===== src/rtl/multdiv_pkg.sv =====
// Shared types and constants for the signed 32-bit multiply/divide unit.
// Latency: n/a (declarations only).
// Backpressure: n/a.
package multdiv_pkg;

  typedef enum logic [1:0] {
    IDLE = 2'd0,
    MUL  = 2'd1,
    DIV  = 2'd2,
    DONE = 2'd3
  } md_state_t;

  localparam int          MD_STEPS = 32;
  localparam int          MD_CNT_W = 6;
  localparam logic [31:0] INT_MIN  = 32'h8000_0000;

  // Magnitude of a two's-complement word; INT_MIN maps to 0x80000000 as unsigned.
  function automatic logic [31:0] mag32(input logic [31:0] v);
    return v[31] ? (~v + 32'd1) : v;
  endfunction

endpackage


===== src/rtl/multdiv_unit_addsub33.sv =====
// 33-bit adder/subtractor (a + b, or a - b when sub=1), carry-select structure.
// Latency: combinational.
// Backpressure: none.
module addsub33 (
  input  logic [32:0] a,
  input  logic [32:0] b,
  input  logic        sub,
  output logic [32:0] sum
);

  logic [32:0] b_eff;
  logic [16:0] lo_sum;
  logic [16:0] hi_sum0;
  logic [16:0] hi_sum1;

  // Low 16 bits ripple; upper 17 bits precomputed for both carries and selected.
  always_comb begin
    b_eff   = sub ? ~b : b;
    lo_sum  = {1'b0, a[15:0]} + {1'b0, b_eff[15:0]} + {16'd0, sub};
    hi_sum0 = a[32:16] + b_eff[32:16];
    hi_sum1 = a[32:16] + b_eff[32:16] + 17'd1;
    sum     = {(lo_sum[16] ? hi_sum1 : hi_sum0), lo_sum[15:0]};
  end

endmodule


===== src/rtl/multdiv_unit.sv =====
// Signed 32-bit multiply (shift-add) / divide (restoring) unit for the execute stage.
// Latency: fixed 33 cycles from start edge to registered result; RDY is a one-cycle pulse.
// Backpressure: none; a new valid start aborts any operation in flight without RDY.
module multdiv_unit
  import multdiv_pkg::*;
#(
  parameter int WIDTH = 32
) (
  input  logic             clock,
  input  logic             reset,
  input  logic             ctrl_MULT,
  input  logic             ctrl_DIV,
  input  logic [WIDTH-1:0] data_operandA,
  input  logic [WIDTH-1:0] data_operandB,
  output logic [WIDTH-1:0] data_result,
  output logic             data_exception,
  output logic             data_resultRDY
);

  md_state_t             state;
  md_state_t             state_nxt;
  logic [MD_CNT_W-1:0]   cnt;
  logic [63:0]           prod;       // product (MUL) or {remainder, dividend/quotient} (DIV)
  logic [63:0]           prod_nxt;
  logic [31:0]           opnd;       // multiplicand (MUL) or divisor magnitude (DIV)
  logic                  is_div;
  logic                  a_sgn;
  logic                  b_sgn;
  logic                  b_zero;

  logic                  start_mul;
  logic                  start_div;
  logic                  load;
  logic                  step;
  logic                  finish;
  logic                  last_step;

  logic [32:0]           add_a;
  logic [32:0]           add_b;
  logic                  add_sub;
  logic [32:0]           add_sum;

  logic [31:0]           quot;
  logic                  sgn_diff;
  logic [31:0]           res_nxt;
  logic                  exc_nxt;

  assign start_mul = ctrl_MULT & ~ctrl_DIV;
  assign start_div = ctrl_DIV & ~ctrl_MULT;
  assign last_step = (cnt == MD_CNT_W'(MD_STEPS - 1));

  // State register.
  always_ff @(posedge clock) begin
    if (reset) begin
      state <= IDLE;
    end else begin
      state <= state_nxt;
    end
  end

  // Next state and control strobes; a valid start wins in every state.
  always_comb begin
    state_nxt = state;
    load      = 1'b0;
    step      = 1'b0;
    finish    = 1'b0;
    if (start_mul || start_div) begin
      load      = 1'b1;
      state_nxt = start_mul ? MUL : DIV;
    end else begin
      case (state)
        MUL, DIV: begin
          step = 1'b1;
          if (last_step) begin
            state_nxt = DONE;
          end
        end
        DONE: begin
          finish    = 1'b1;
          state_nxt = IDLE;
        end
        default: state_nxt = state;
      endcase
    end
  end

  // Adder operands: MUL adds/subtracts the multiplicand into the upper half,
  // DIV trial-subtracts the divisor from the left-shifted partial remainder.
  always_comb begin
    add_a   = '0;
    add_b   = '0;
    add_sub = 1'b0;
    if (is_div) begin
      add_a   = {1'b0, prod[62:31]};
      add_b   = {1'b0, opnd};
      add_sub = 1'b1;
    end else begin
      add_a   = {prod[63], prod[63:32]};
      add_b   = prod[0] ? {opnd[31], opnd} : 33'd0;
      add_sub = last_step;    // multiplier sign bit carries negative weight
    end
  end

  addsub33 u_addsub (
    .a   (add_a),
    .b   (add_b),
    .sub (add_sub),
    .sum (add_sum)
  );

  // One iteration of the selected algorithm.
  always_comb begin
    prod_nxt = prod;
    if (is_div) begin
      prod_nxt = add_sum[32] ? {prod[62:0], 1'b0}
                             : {add_sum[31:0], prod[30:0], 1'b1};
    end else begin
      prod_nxt = {add_sum, prod[31:1]};
    end
  end

  // Final result and exception, applied on the DONE edge.
  always_comb begin
    quot     = prod[31:0];
    sgn_diff = a_sgn ^ b_sgn;
    res_nxt  = prod[31:0];
    exc_nxt  = 1'b0;
    if (is_div) begin
      if (b_zero) begin
        res_nxt = '0;
        exc_nxt = 1'b1;
      end else begin
        res_nxt = sgn_diff ? (~quot + 32'd1) : quot;
        // Same-sign quotient of 2^31 only arises from INT_MIN / -1.
        exc_nxt = !sgn_diff && (quot == INT_MIN);
      end
    end else begin
      exc_nxt = !((&prod[63:31]) || !(|prod[63:31]));
    end
  end

  // Datapath: operand capture, iteration, counter and registered outputs.
  always_ff @(posedge clock) begin
    if (reset) begin
      cnt            <= '0;
      prod           <= '0;
      opnd           <= '0;
      is_div         <= 1'b0;
      a_sgn          <= 1'b0;
      b_sgn          <= 1'b0;
      b_zero         <= 1'b0;
      data_result    <= '0;
      data_exception <= 1'b0;
      data_resultRDY <= 1'b0;
    end else begin
      data_resultRDY <= finish;
      if (load) begin
        cnt    <= '0;
        is_div <= start_div;
        a_sgn  <= data_operandA[31];
        b_sgn  <= data_operandB[31];
        b_zero <= (data_operandB == '0);
        if (start_div) begin
          prod <= {32'd0, mag32(data_operandA)};
          opnd <= mag32(data_operandB);
        end else begin
          prod <= {32'd0, data_operandB};
          opnd <= data_operandA;
        end
      end else if (step) begin
        cnt  <= cnt + MD_CNT_W'(1);
        prod <= prod_nxt;
      end
      if (finish) begin
        data_result    <= res_nxt;
        data_exception <= exc_nxt;
      end
    end
  end

endmodule


===== config.mk =====
export PLATFORM = sky130hd
export DESIGN_NAME = multdiv_unit
export DESIGN_NICKNAME = d
export VERILOG_FILES = /design/src/rtl/multdiv_pkg.sv /design/src/rtl/multdiv_unit_addsub33.sv /design/src/rtl/multdiv_unit.sv
export SDC_FILE = /design/constraint.sdc
export NUM_CORES = 1
export LEC_CHECK = 0
export CAP_MARGIN = 20
export CORE_ASPECT_RATIO = 0.9
export CORE_MARGIN = 4
export CORE_UTILIZATION = 47
export CTS_BUF_LIST = sky130_fd_sc_hd__clkbuf_2
export CTS_CLUSTER_SIZE = 8
export DETAILED_ROUTE_END_ITERATION = 6
export PLACE_DENSITY = 0.67
export SKIP_LAST_GASP = 1
export SLEW_MARGIN = 20
export SYNTH_ARGS = -nofsm -noshare
export SYNTH_HDL_FRONTEND = slang
export SYNTH_SLANG_ARGS = --single-unit

===== constraint.sdc =====
create_clock -name clock -period 6.6 [get_ports clock]
set_clock_uncertainty 0.15 [all_clocks]
set_input_delay 0.99 -clock clock [delete_from_list [all_inputs] [get_ports clock]]
set_output_delay 0.99 -clock clock [all_outputs]
set_load 0.005 [all_outputs]

* Word-level counts from Yosys, hierarchy flattened *
Index checks and enable logic that the tools add are counted.

storage, ports and cells
  register bits = 142
  input bits = 68
  output and inout bits = 34
  word-level logic and storage cells = 76

operators by class
  add/subtract/negate cells = 8
  equality and inequality tests = 6
  multiplexer cells = 28
  bitwise operators = 9
  reductions and logical operators = 14

operator list
  kind                                                              number
  64-bit 2-to-1 mux                                                 4
  32-bit 2-to-1 mux                                                 7
  33-bit 2-to-1 mux                                                 4
  32-bit by 1-bit adder with 32-bit output (second input constant)  3
  32-bit inverter                                                   3
  33-bit inverter                                                   1
  33-bit AND reduction                                              1
  33-bit OR reduction                                               1
  32-bit == test (second input constant)                            1
  32-bit zero test                                                  1
  16-bit by 16-bit adder with 17-bit output                         1
  17-bit by 1-bit adder with 17-bit output                          1
  17-bit by 1-bit adder with 17-bit output (second input constant)  1
  17-bit adder                                                      1
  17-bit 2-to-1 mux                                                 1
  1-bit 2-to-1 mux                                                  8
  6-bit by 1-bit adder with 6-bit output (second input constant)    1
  6-bit by 5-bit == test with 1-bit output (second input constant)  1
  2-bit 2-to-1 mux                                                  3
  2-bit == test (second input constant)                             2
  2-bit case mux with 2 select lines                                1
  2-bit OR reduction                                                2
  1-bit zero test                                                   3
  3-bit inequality test (second input constant)                     1
  other kinds (9)                                                   12

* Logic depth before layout (Yosys ltp) *
  word-level depth = 11
  mapped depth = 19
  mapped depth without buffers = 16

* By module *
A second synthesis with hierarchy kept.

unflattened totals
  cell total of the unflattened synthesis = 1611
  area total of the unflattened synthesis = 12200.5 sq um

by module, submodules not included
  module        instances  cells an instance  area each (sq um)  seq. area each (sq um)
  multdiv_unit  1          1305               9848.2             2842.7
  addsub33      1          306                2352.3             0.0

* Worst setup path after synthesis *
No wires, ideal clock.

  kind = flip-flop to flip-flop
  start = register is_div
  end = register prod[36]
  setup time = 0.117 ns
  data arrival time = 5.460 ns
  required time = 6.333 ns
  setup slack = 0.872 ns
  cell stages (with the launch flop) = 18
  path buffers = 5
  clock period less this slack = 5.728 ns
  cell sequence = dfxtp_1 clkbuf_1 clkbuf_1 buf_1 clkbuf_1 mux2_2 fa_1 a211oi_1 o21ai_1 a31o_1 a21oi_1 xor2_1 or4_1 nor4b_4 xnor2_1 clkbuf_1 nand3_1 a32o_1

between the ends
  longest elaborated chain between the ends = 10
  elaborated cells on any way between the ends = 14
  classes of those cells = 4 x add/sub; 9 x mux; 1 x bitwise

RTL lines
  element                                                                    RTL line                                                                               RTL
  from (decl)                                                                multdiv_unit.sv:26                                                                     logic is_div;
  from (signal assigned)                                                     multdiv_unit.sv:159                                                                    is_div <= start_div;
  33-bit 2-to-1 mux                                                          multdiv_unit.sv:93                                                                     if (is_div) begin
  33-bit inverter                                                            multdiv_unit_addsub33.sv:18                                                            b_eff = sub ? ~b : b;
  33-bit 2-to-1 mux                                                          multdiv_unit_addsub33.sv:18
  17-bit adder or 16-bit by 16-bit adder with 17-bit output (tied branches)  multdiv_unit_addsub33.sv:20, multdiv_unit_addsub33.sv:21, multdiv_unit_addsub33.sv:19
  17-bit by 1-bit adder with 17-bit output (on tied branches)                multdiv_unit_addsub33.sv:21, multdiv_unit_addsub33.sv:19
  17-bit 2-to-1 mux                                                          multdiv_unit_addsub33.sv:22                                                            sum = {(lo_sum[16] ? hi_sum1 : hi_sum0), lo_sum[15:0]};
  64-bit 2-to-1 mux                                                          multdiv_unit.sv:115                                                                    prod_nxt = add_sum[32] ? {prod[62:0], 1'b0}
  64-bit 2-to-1 mux (*)                                                      multdiv_unit.sv:114                                                                    if (is_div) begin
  64-bit 2-to-1 mux (*)                                                      multdiv_unit.sv:170                                                                    end else if (step) begin
  64-bit 2-to-1 mux (*)                                                      multdiv_unit.sv:157                                                                    if (load) begin
  to (signal assigned)                                                       multdiv_unit.sv:164                                                                    prod <= {32'd0, mag32(data_operandA)};
  to (signal assigned)                                                       multdiv_unit.sv:167                                                                    prod <= {32'd0, data_operandB};
  to (signal assigned)                                                       multdiv_unit.sv:172                                                                    prod <= prod_nxt;
  to (decl)                                                                  multdiv_unit.sv:23                                                                     logic [63:0] prod;

Every way passes the cells marked *; elsewhere a longest branch is shown, timed or not. The select of a mux whose other input is x is not followed.
A chain may end at the register's enable or synchronous reset.

* Worst setup path after layout *
  start = register cnt[0]
  end = register prod[57]

between the ends
  longest elaborated chain between the ends = 10
  elaborated cells on any way between the ends = 12
  classes of those cells = 4 x add/sub; 1 x eq/ne; 7 x mux

RTL lines
  element                                                                    RTL line                                                                               RTL
  from (decl)                                                                multdiv_unit.sv:22                                                                     logic [MD_CNT_W-1:0] cnt;
  from (signal assigned)                                                     multdiv_unit.sv:171                                                                    cnt <= cnt + MD_CNT_W'(1);
  6-bit by 5-bit == test with 1-bit output (*)                               multdiv_unit.sv:50                                                                     assign last_step = (cnt == MD_CNT_W'(MD_STEPS - 1));
  1-bit 2-to-1 mux (*)                                                       multdiv_unit.sv:93
  33-bit 2-to-1 mux                                                          multdiv_unit_addsub33.sv:18
  17-bit adder or 16-bit by 16-bit adder with 17-bit output (tied branches)  multdiv_unit_addsub33.sv:20, multdiv_unit_addsub33.sv:21, multdiv_unit_addsub33.sv:19
  17-bit by 1-bit adder with 17-bit output (on tied branches)                multdiv_unit_addsub33.sv:21, multdiv_unit_addsub33.sv:19
  17-bit 2-to-1 mux (*)                                                      multdiv_unit_addsub33.sv:22
  64-bit 2-to-1 mux                                                          multdiv_unit.sv:115
  64-bit 2-to-1 mux (*)                                                      multdiv_unit.sv:114
  64-bit 2-to-1 mux (*)                                                      multdiv_unit.sv:170
  64-bit 2-to-1 mux (*)                                                      multdiv_unit.sv:157

Marked as above.

==> impl_metrics.py <==
metrics = {
    "run_status": {
        "outcome": "finished clean",
    },
    "setup_path": {
        "endpoint_kind": "flop",
        "critPathLaunchType": "flop",
        "worstPathArrival_ps": 6450,
        "worstPathRequired_ps": 7150,
        "path_class": "reg -> reg",
        "path_max_fanout": 16,
    },
    "clocking": {
        "h-tree-depth": 4,
        "clock_path_buffers": 2,
        "cts_root_buffer": "clkbuf_2",
        "cts_sinks": 142,
        "cts_resized": 0,
        "cts_made_buffers": 17,
        "cts_tree": "yes",
        "holdBufCountCts": 0,
        "clk_pin_slew_ps": 260,
        "cts_setup_buffers": 0,
        "clkLatencyLatePin_ps": 780,
    },
    "logic_synthesis": {
        "synth_edf_count": 0,
        "avgSynthCellArea_um2": 7.19,
        "yosys.area.top_type": "dfxtp_1",
        "synth_ff_type": "dfxtp_1",
        "synth_area_um2": 11700,
        "synthTopCellsByArea": "dfxtp_1, nor2_1, a21oi_1, xor2_1, xnor2_1",
        "seq_area_frac_synth_pct": 24.2,
        "netlist-cell-type-count": 60,
        "async_flop_share_pct": 0,
        "ys_ff_latch": 142,
        "yosys.area.top_type_share_pct": 24.2,
        "syn-num-nets": 1739,
        "syn_inst": 1630,
        "ys_warn_count": 0,
    },
    "global_route": {
        "grt_max_degree": 103,
        "antenna_found_initial": 1,
        "grt_pass1_vias": 10240,
        "grt_first_pass_wirelength_mm": 56.1,
        "grt_usage_pct": 24.8,
        "gr-total-overflow": 0,
    },
    "final_layout": {
        "fin_util_pct": 54.3,
        "final_nets": 1764,
        "stdcell_area_um2": 13200,
        "area_growth_pct": 12.9,
        "fillers": 2399,
        "drive_gt1_share_pct": 6.06,
    },
    "sta": {
        "maxSlewViolCount": 0,
        "period_share_pct": 89.4,
        "setup-tns-final_ps": 0,
        "max_freq_ghz": 0.170,
        "rsz0062_at_grt": "no",
        "setup_viol": 0,
        "relSlewSlack_pct": 26.9,
        "post-route-min-period_ps": 5900,
        "hold_viol": 0,
        "tightest_slew_ps": 1100,
    },
    "power_and_ir_drop": {
        "comb_power_share_pct": 37.5,
        "p_clk_share_pct": 22.4,
        "p_switching_mw": 1.10,
        "finalPower_mw": 2.61,
        "p_int_mw": 1.51,
        "power.density_nw_per_um2": 197,
        "swShare_pct": 42.2,
        "p_leak_nw": 4.86,
        "seq_power_share_pct": 40.0,
        "peakVddDrop_mv": 0.110,
    },
    "floorplanning": {
        "die_h_um": 158,
        "die-width_um": 174,
        "die_area_um2": 27500,
        "core_region_area_um2": 24400,
        "ios": 102,
        "initial_core_util_pct": 48.1,
        "fp-row-count": 54,
    },
    "placement": {
        "place_hpwl_mm": 26.2,
        "gp_routability_congestion": 0.910,
        "io_buffers": 101,
        "post_dp_cell_area_um2": 12900,
    },
    "routing": {
        "wire_per_inst_um": 17.8,
        "drt.antenna.violating_nets": 0,
        "drtIter0Drc": 1135,
        "vias_per_cell": 5.98,
        "drt_wl_total_mm": 35.6,
        "dr.pass1.iters": 7,
        "vias": 11991,
        "drc": 0,
    },
    "hold_path": {
        "min-delay-path-class": "in -> reg",
    },
    "run": {
        "maxCapViolations": 0,
    },
}
-- power groups by stage --
stage / clock network (mW) / registers, mW / logic, mW
after floorplan: 0 / 1.01 / 0.709
after global placement: 0 / 1.06 / 0.948
after detailed placement: 0 / 1.06 / 0.964
after CTS: 0.596 / 1.04 / 0.967
after global routing: 0.632 / 1.06 / 1.09
final: 0.586 / 1.05 / 0.981
-- routing by layer --
layer / track usage, % / routed length, µm
met1: 37.8 / 17400
met2: 37.2 / 15100
met3: 4.06 / 2810
met4: 4.00 / 310
met5: 0 / 0
-- per-stage QoR --
stage	setup WS [ps]	std cells	hold WS (ps)
finish	701	2005	237
global route	360	2005	175
detailed placement	836	1971	299
global placement	973	1971	296
CTS	741	2003	173
floorplan	872	1630	282
-- cells by family after synthesis --
family | synth area share (%)
AO/OA/AOI/OAI | 25.1
XOR/XNOR | 10.6
adder cells (fa/ha/maj) | 4.50
buffers and inverters | 4.71
flip-flops | 24.2
multiplexers | 6.89
AND/OR/NAND/NOR | 23.9
-- cells in the final DEF (no fill, tap or decap), drive strengths merged, types with 5 or more instances in the layout --
cell	count
nand2b	10
clkbuf	17
xnor2	62
a21oi	145
a31oi	24
a22oi	7
inv	37
or4	16
o41ai	8
mux2	30
a21o	13
dfxtp	142
xor2	80
clkdlybuf4s50	99
a211o	5
a211oi	69
or3	28
a22o	8
nand2	105
nor3	68
ha	39
nor2	304
a2111oi	5
a221oi	24
o21ai	97
o21a	8
nand3	24
nand4	20
nor2b	6
buf	25
o31ai	23
mux2i	47
nor4	16
-- Yosys cell counts (all sizes together) (5+ instances only) --
library cell / count
nand2: 105
nor2b: 6
o21ai: 97
nor4: 16
a221oi: 24
mux2: 30
dfxtp: 142
ha: 39
a31oi: 24
o31ai: 23
a2111oi: 5
xnor2: 62
xor2: 80
or3: 28
nor3: 68
a22oi: 7
nand3: 24
a21o: 13
buf: 11
a211oi: 69
inv: 28
o21a: 8
mux2i: 47
or4: 16
o41ai: 8
a22o: 8
nand2b: 10
clkbuf: 107
nor2: 304
a211o: 5
a21oi: 145
nand4: 20
-- sequential cells by signal, summed over array words and instances (netlist names) --
signal and cells:
a_sgn 1, data_resultRDY 1, data_exception 1, cnt 6, opnd 32, b_zero 1, prod 64, b_sgn 1
is_div 1, data_result 32, state 2
-- worst max-delay path, stage by stage (launching register included) --
cell	delay, ps
dfxtp_1	450
ha_1	220
nand4_1	250
o21ai_4	510
xnor2_1	150
ha_1	230
fa_1	400
a211oi_1	410
o21ai_1	180
a31o_1	260
a21oi_1	170
xor2_1	150
or4_1	640
nor4b_4	490
buf_4	290
xnor2_1	300
or3_1	440
a31oi_1	150
-- layout make-up --
cell class / count / area [µm²] / share of cell area (%)
antenna: 1 / 2.50 / 0.0189
multi-input combinational: 1342 / 8390 / 63.3
tap: 336 / 420 / 3.17
sequential: 142 / 2850 / 21.5
timing repair buffer: 124 / 1210 / 9.13
clock buffer: 17 / 85.1 / 0.642
clock inverter: 15 / 189 / 1.43
inverter: 28 / 105 / 0.794
-- worst paths after layout --
kind                   start               to  slack [ps]  depth (start not counted)
max                   cnt[0]         prod[57]         700                         17
min                    reset  data_result[30]         240                          2
max reg2reg           cnt[0]         prod[57]         700                         17
min reg2reg  data_result[31]  data_result[31]         320                          2
Power figures use the tool's default switching activity.
